File: src/rtl/cpu_pkg.sv
// Shared constants for the fetch path: FSM encoding, default reset PC and
// the opcodes of the control-transfer instructions that redirect fetch.
package cpu_pkg;

    // Fetch FSM encoding (plain constants so older tools can consume them)
    localparam logic [1:0] ST_FETCH = 2'd0;
    localparam logic [1:0] ST_WAIT  = 2'd1;
    localparam logic [1:0] ST_FULL  = 2'd2;

    localparam logic [31:0] DEFAULT_RESET_PC = 32'h0000_0000;

    // Opcodes found in instr[31:26]
    localparam logic [5:0] OP_J   = 6'd2;
    localparam logic [5:0] OP_BEQ = 6'd4;
    localparam logic [5:0] OP_BNE = 6'd5;

endpackage : cpu_pkg

File: src/rtl/next_pc_calc.sv
// Combinational redirect decision and target computation for resolving
// control-transfer instructions. A jump wins over a branch.
module next_pc_calc (
    input  logic        br_valid,
    input  logic        branch,
    input  logic        bne,
    input  logic        jump,
    input  logic        zero,
    input  logic [31:0] br_pc4,
    input  logic [15:0] br_imm,
    input  logic [25:0] j_index,
    output logic        redirect,
    output logic [31:0] target
);

    logic [31:0] br_off;
    logic [31:0] br_target;
    logic [31:0] j_target;

    // Branch/jump targets and the taken decision
    always_comb begin
        // NOTE: combinational logic uses blocking '=' and assigns every
        // output on every path, so no latch can be inferred.
        br_off    = {{14{br_imm[15]}}, br_imm, 2'b00};
        br_target = br_pc4 + br_off;            // wraps modulo 2^32
        j_target  = {br_pc4[31:28], j_index, 2'b00};
        redirect  = br_valid & (jump | (branch & (zero ^ bne)));
        target    = jump ? j_target : br_target;
    end

endmodule : next_pc_calc

File: src/rtl/pc_fetch_unit.sv
// Single-outstanding instruction fetch unit. Issues a word fetch, waits for
// the response, then holds the instruction until the decoder accepts it.
// Redirects from the resolve stage reload the PC; a response already in
// flight when a redirect hits is dropped on arrival.
module pc_fetch_unit
    import cpu_pkg::*;
#(
    parameter logic [31:0] RESET_PC = DEFAULT_RESET_PC
) (
    input  logic        clk,
    input  logic        rst_n,
    output logic        imem_req,
    output logic [31:0] imem_addr,
    input  logic        imem_rvalid,
    input  logic [31:0] imem_rdata,
    output logic [31:0] instr_out,
    output logic [31:0] pc4_out,
    output logic        instr_valid,
    input  logic        id_ready,
    input  logic        br_valid,
    input  logic        branch,
    input  logic        bne,
    input  logic        jump,
    input  logic        zero,
    input  logic [31:0] br_pc4,
    input  logic [15:0] br_imm,
    input  logic [25:0] j_index
);

    logic [1:0]  state_q, state_d;
    logic [31:0] pc_q, pc_d;
    logic        drop_q, drop_d;
    logic [31:0] instr_q, instr_d;
    logic [31:0] pc4_q, pc4_d;
    logic [31:0] pc_inc;
    logic        redirect;
    logic [31:0] target;

    next_pc_calc u_next_pc_calc (
        .br_valid (br_valid),
        .branch   (branch),
        .bne      (bne),
        .jump     (jump),
        .zero     (zero),
        .br_pc4   (br_pc4),
        .br_imm   (br_imm),
        .j_index  (j_index),
        .redirect (redirect),
        .target   (target)
    );

    // Next-state logic for the fetch FSM, PC, drop flag and output buffer
    always_comb begin
        state_d = state_q;
        pc_d    = pc_q;
        drop_d  = drop_q;
        instr_d = instr_q;
        pc4_d   = pc4_q;
        pc_inc  = pc_q + 32'd4;                 // wraps FFFF_FFFC -> 0

        case (state_q)
            ST_FETCH: begin
                // A redirect here retargets the fetch; no request leaves
                // this cycle, so nothing is outstanding for the old PC.
                if (redirect) pc_d = target;
                else          state_d = ST_WAIT;
            end
            ST_WAIT: begin
                if (redirect) pc_d = target;
                if (imem_rvalid) begin
                    if (redirect || drop_q) begin
                        drop_d  = 1'b0;
                        state_d = ST_FETCH;
                    end else begin
                        instr_d = imem_rdata;
                        pc4_d   = pc_inc;
                        pc_d    = pc_inc;
                        state_d = ST_FULL;
                    end
                end else if (redirect) begin
                    drop_d = 1'b1;
                end
            end
            ST_FULL: begin
                // An accept coinciding with a redirect still consumes the
                // buffered instruction; the redirect only changes the PC.
                if (redirect) begin
                    pc_d    = target;
                    state_d = ST_FETCH;
                end else if (id_ready) begin
                    state_d = ST_FETCH;
                end
            end
            default: state_d = ST_FETCH;
        endcase
    end

    // State registers with asynchronous active-low reset
    always_ff @(posedge clk or negedge rst_n) begin
        if (!rst_n) begin
            state_q <= ST_FETCH;
            pc_q    <= RESET_PC;
            drop_q  <= 1'b0;
            instr_q <= '0;
            pc4_q   <= '0;
        end else begin
            // NOTE: sequential state uses non-blocking '<=' so every register
            // samples pre-edge values regardless of statement order.
            state_q <= state_d;
            pc_q    <= pc_d;
            drop_q  <= drop_d;
            instr_q <= instr_d;
            pc4_q   <= pc4_d;
        end
    end

    // Output decode; the request is held low while reset is asserted
    always_comb begin
        imem_req    = rst_n & (state_q == ST_FETCH) & ~redirect;
        imem_addr   = pc_q;
        instr_valid = (state_q == ST_FULL);
        instr_out   = instr_q;
        pc4_out     = pc4_q;
    end

endmodule : pc_fetch_unit

File: config.mk
export PLATFORM = sky130hd
export DESIGN_NAME = pc_fetch_unit
export DESIGN_NICKNAME = d
export VERILOG_FILES = /design/src/rtl/cpu_pkg.sv /design/src/rtl/next_pc_calc.sv /design/src/rtl/pc_fetch_unit.sv
export SDC_FILE = /design/constraint.sdc
export NUM_CORES = 1
export LEC_CHECK = 0
export ABC_CLOCK_PERIOD_IN_PS = 2280
export CAP_MARGIN = 25
export CORE_MARGIN = 5
export CORE_UTILIZATION = 30
export DETAILED_ROUTE_END_ITERATION = 16
export PLACE_DENSITY_LB_ADDON = 0.3
export SETUP_SLACK_MARGIN = 0.2
export SLEW_MARGIN = 40
export SYNTH_ARGS = -nofsm -noshare
export SYNTH_HDL_FRONTEND = slang
export SYNTH_SLANG_ARGS = --single-unit
File: constraint.sdc
create_clock -name clk -period 2.28 [get_ports clk]
set_clock_uncertainty 0.1 [all_clocks]
set_input_delay 0.57 -clock clk [delete_from_list [all_inputs] [get_ports clk]]
set_output_delay 0.57 -clock clk [all_outputs]
set_load 0.05 [all_outputs]
==> Yosys cells after proc, flatten, opt, wreduce, memory -nomap -nowiden <==
Cells that the tools add are included.
Widths: inputs -> output; s select.
{ "word_totals": {"register_bits": 99, "in_bits": 115, "out_inout_bits": 98} }
{ "classes": {"add_sub_neg": 2, "n_eq_ne": 6, "mux": 14, "n_bitwise": 8, "n_reduce_logical": 8} }
{ "ops": {"columns": ["op", "n"], "rows": [
  ["$mux 32", 4],
  ["$pmux 32 s2", 1],
  ["$add 32x3->32 const B", 1],
  ["$add 32x32->32", 1],
  ["$mux 2", 5],
  ["$reduce_and 3->1", 3],
  ["$pmux 2 s3", 1],
  ["$and 1x1->1", 4],
  ["$ne 2x2->1 const B", 2],
  ["$reduce_bool 2->1", 2],
  ["$mux 1", 3],
  ["$ne 3x1->1 const B", 1],
  ["$eq 2x1->1 const B", 1],
  ["$eq 2x2->1 const B", 1],
  ["$logic_not 2->1", 1],
  ["$ne 2x1->1 const B", 1],
  ["$not 1->1", 2],
  ["$reduce_or 2->1", 1],
  ["$logic_or 1x1->1", 1],
  ["$or 1x1->1", 1],
  ["$xor 1x1->1", 1]
]} }

==> Depth between registers and ports, before layout <==
{ "logic_depth": {"word_depth": 8, "depth_mapped": 10} }

==> Modules after synthesis <==
From an unflattened synthesis, not the netlist that was laid out.
{ "hier_totals": {"hier_cells": 802, "area_unflattened_um2": 6616.3} }
{ "modules_own_cells": {"columns": ["mod", "instances", "cells_per_inst", "area_each_um2"], "rows": [
  ["pc_fetch_unit", 1, 536, 4752.1],
  ["next_pc_calc", 1, 266, 1864.3]
]} }

==> Least setup slack after synthesis <==
No wires, ideal clock.
{ "synth_path": {"path_kind": "input to output", "start": "input bne", "end": "output imem_req", "t_arrival_ns": 2.900, "setup_slack_ns": -1.290, "stages": 5, "path_buffers": 1, "cell_sequence": "xor2_1 a21oi_1 nor2_1 clkbuf_1 nor4b_1"} }
{ "synth_between": {"elab_chain_len": 6} }
{ "synth_rtl": {"columns": ["element", "line", "text"], "rows": [
  ["from (decl)", "pc_fetch_unit.sv:22", "input logic bne,"],
  ["$xor 1x1->1", "next_pc_calc.sv:27", "redirect = br_valid & (jump | (branch & (zero ^ bne)));"],
  ["$and 1x1->1", "next_pc_calc.sv:27", null],
  ["$or 1x1->1", "next_pc_calc.sv:27", null],
  ["$and 1x1->1", "next_pc_calc.sv:27", null],
  ["$not 1->1", "pc_fetch_unit.sv:119", "imem_req = rst_n & (state_q == ST_FETCH) & ~redirect;"],
  ["$and 1x1->1", "pc_fetch_unit.sv:119", null],
  ["to (decl)", "pc_fetch_unit.sv:12", "output logic imem_req,"]
]} }
Every way passes these cells.

==> Worst setup path in the final report <==
{ "layout_path": {"start": "input br_imm[0]", "end": "register pc_q[30] (netlist: imem_addr[30])"} }
{ "layout_between": {"elab_chain_len": 6} }
{ "layout_rtl": {"columns": ["element", "line", "text"], "rows": [
  ["from (decl)", "pc_fetch_unit.sv:26", "input logic [15:0] br_imm,"],
  ["$add 32x32->32 (*)", "next_pc_calc.sv:25", "br_target = br_pc4 + br_off;"],
  ["$mux 32 (*)", "next_pc_calc.sv:28", "target = jump ? j_target : br_target;"],
  ["$mux 32 (*)", "pc_fetch_unit.sv:69", "if (redirect) pc_d = target;"],
  ["$mux 32", "pc_fetch_unit.sv:71", "if (redirect || drop_q) begin"],
  ["$mux 32", "pc_fetch_unit.sv:70", "if (imem_rvalid) begin"],
  ["$pmux 32 s2 (*)", "pc_fetch_unit.sv:61", "case (state_q)"],
  ["to (signal assigned)", "pc_fetch_unit.sv:110", "pc_q <= pc_d;"],
  ["to (decl)", "pc_fetch_unit.sv:31", "logic [31:0] pc_q, pc_d;"]
]} }
Every way passes the cells marked *; elsewhere a longest branch is shown, timed or not.
A chain may end at the register's enable or synchronous reset.

==> impl_metrics.ini <==
[place]
portBuffers = 212
place_hpwl_mm = 20.7
gp_congestion = 0.908
dpl_worst_slack_ns = -1.17
dp.cells = 1487
dpl-instance-area_um2 = 10700

[yosys]
ys.flop_type = dfrtp_1
yosysSeqAreaShare = 0.363
ys_ff_latch = 99
synthArstFlopShare = 1.00
synthCells = 840
synth_area_per_cell_um2 = 8.13
syn-num-nets = 986
synth.area.top_cells = dfrtp_1 (36%), nand2_1 (9.3%), a21oi_1 (5.9%), ha_1 (5.5%), nor2_1 (4.4%)
synth_area_um2 = 6830
yosysWarnings = 0
synth-edff-count = 0
yosys.cell_types.count = 80
yosysTopAreaCell = dfrtp_1
synth_top_area_frac = 0.363

[floorplan]
core_um2 = 22500
initial_utilization = 0.304
pin_count = 213
core.rowCount = 55
die_w_um = 161
die-height_um = 161
die-area_um2 = 25900

[clock_tree]
cts_root_buffer = clkbuf_16
cts_tree = done
htreeDepth = 3
cts_buffers = 9
clock_path_buffers = 2
clock_sinks = 99
clk_latency_ns = 0.35
path_clk_slew_ns = 0.07
ctsHoldBuffers = 0

[detailed_routing]
wire_per_inst_um = 17.9
totalWireLength_mm = 27.6
routed_via_density = 5.04
drc = 0
dr.first_iter.drc_count = 494
vias = 7797
dr.pass1.iters = 5
final_antenna_net_count = 0

[sta]
max_slew.worst_pin.slew_ns = 0.545
period_minus_slack_ns = 2.57
setup_tns_ns = -3.49
finalSetupViolations = 22
relSlewSlack = 0.636
worst_slack_ns = -0.287
fin_crit_sh = 1.13
fmaxAchievable_mhz = 390
hold_ws_ns = 0.223
rsz0062_at_grt = true
hold_violations = 0
final_max_slew_viol_count = 0

[grt]
antenna_found_initial = 0
grt_first_pass_wirelength_mm = 41.2
grt_busiest_layer = met2
grt_usage = 0.198
gr-usage-met1 = 0.271
grt_pass1_vias = 7589
grtUsageMet3 = 0.0357
globalRouteOverflowTotal = 0
grt_use_met2 = 0.319
grt_max_degree = 100

[critical_path]
path_class = input pin to flop
start_kind = input pin
endpoint_kind = flop
worstRegToRegCells = 8
cp_max_fo = 4
cp.required_ns = 2.43
cp_data_arrival_time_ns = 2.72

[job]
cap_violations = 0

[layout]
syn_to_final_growth_pct = 78.0
fill_cells = 2051
n_antenna_cell = 0
layout.cells.non_filler = 1547
final_area_um2 = 12200
nets = 1403
final_layout_size_suffix_gt1_frac = 0.401

[outcome]
status = finished, violations left
violations = setup timing

[worst_hold_path]
hold_class = input pin to asynchronous set/reset pin

[pwr]
leakage_uw = 0.00557
power_density_nw_per_um2 = 1080
peakVddDrop_mv = 0.498
[final cells by class]
type / instances / area, um2 / area share
clock buffers: 11 / 243 / 0.0200
flip-flops and latches: 99 / 2500 / 0.206
well taps: 285 / 357 / 0.0293
clock inverters: 5 / 60.1 / 0.00494
multi-input cells: 674 / 4980 / 0.409
repair buffers: 460 / 3970 / 0.327
inverters: 13 / 48.8 / 0.00401
[metal layers]
layer / wire length, um / up-vias
met5: 0 / -
met4: 626 / 0
met3: 1880 / 37
met2: 12900 / 282
met1: 12300 / 3671
li1: - / 3807
[what timing repair did]
action / in CTS / in global routing
gates resized for setup: 253 / 105
pin swaps: 95 / 84
gates cloned: 0 / 2
endpoints found under the setup margin: 142 / 89
setup buffers: 30 / 12
[critical path, stage by stage]
cell and delay (ns):
buf_6 0.10, ha_4 0.15, fa_2 0.36, a21oi_4 0.18, o21bai_4 0.10, o31ai_4 0.27, o31a_1 0.30, nor3_2 0.06
o21ai_1 0.17, mux2_4 0.32, o32ai_2 0.12
[where the power goes]
part / leakage, uW / switching [uW] / internal, uW
Sequential: 0.00114 / 488 / 2550
Clock: 0.000147 / 708 / 889
Combinational: 0.00428 / 5430 / 3090
Total: 0.00557 / 6630 / 6520
[logic make-up after synthesis]
logic type      after synthesis  share of synthesized area
xor+xnor                     49                     0.0628
compound gates              232                      0.218
buf+inv                      67                     0.0473
mux                          13                     0.0200
simple gates                349                      0.231
flops                        99                      0.363
fa+ha+maj                    31                     0.0579
[cell usage after synthesis, drive strengths merged (11+ instances only)]
cell type	n
nand2	171
xor2	22
a211oi	11
xnor2	27
nor2	81
dfrtp	99
nand4	15
ha	30
nand3	27
nor3	12
clkbuf	34
a21oi	82
a21o	18
inv	13
buf	20
o21ai	46
[layout by cell type (no fill, tap or decap), types with 18 or more instances in the layout]
cell type        count
a21oi_1             70
buf_4              268
buf_6               33
clkdlybuf4s50_1     63
dfrtp_1             81
dfrtp_2             18
dlygate4sd2_1       54
ha_4                24
nand2_1            160
nand3_1             24
nor2_1              68
o21ai_1             19
xnor2_1             20
xor2_1              20
[per-stage QoR]
stage / total power, uW / utilization
6_report: 13200 / 0.540
4_1_cts: 12900 / 0.518
3_3_place_gp: 11200 / 0.475
5_1_grt: 13900 / 0.540
2_1_floorplan: 7990 / -
3_5_place_dp: 11300 / 0.475
[flip-flops by register name (all words and copies together) (netlist names)]
name and flops:
state_q 2, drop_q 1, imem_addr 32, instr_out 32
pc4_out 32
[worst paths after layout]
check | start | end | slack (ns)
setup / recovery | br_imm[0] | imem_addr[30]$_DFFE_PN0P_ | -0.29
hold / removal | rst_n | imem_addr[1]$_DFFE_PN0P_ | 0.22
setup reg to reg | imem_addr[18]$_DFFE_PN0P_ | imem_addr[31]$_DFFE_PN0P_ | -0.06
hold reg to reg | instr_out[20]$_DFFE_PN0P_ | instr_out[20]$_DFFE_PN0P_ | 0.37
max in group asynchronous | rst_n | imem_addr[19]$_DFFE_PN0P_ | 1.44
min in group clk | instr_out[20]$_DFFE_PN0P_ | instr_out[20]$_DFFE_PN0P_ | 0.37
No activity file was read; power rests on OpenSTA's default activity.
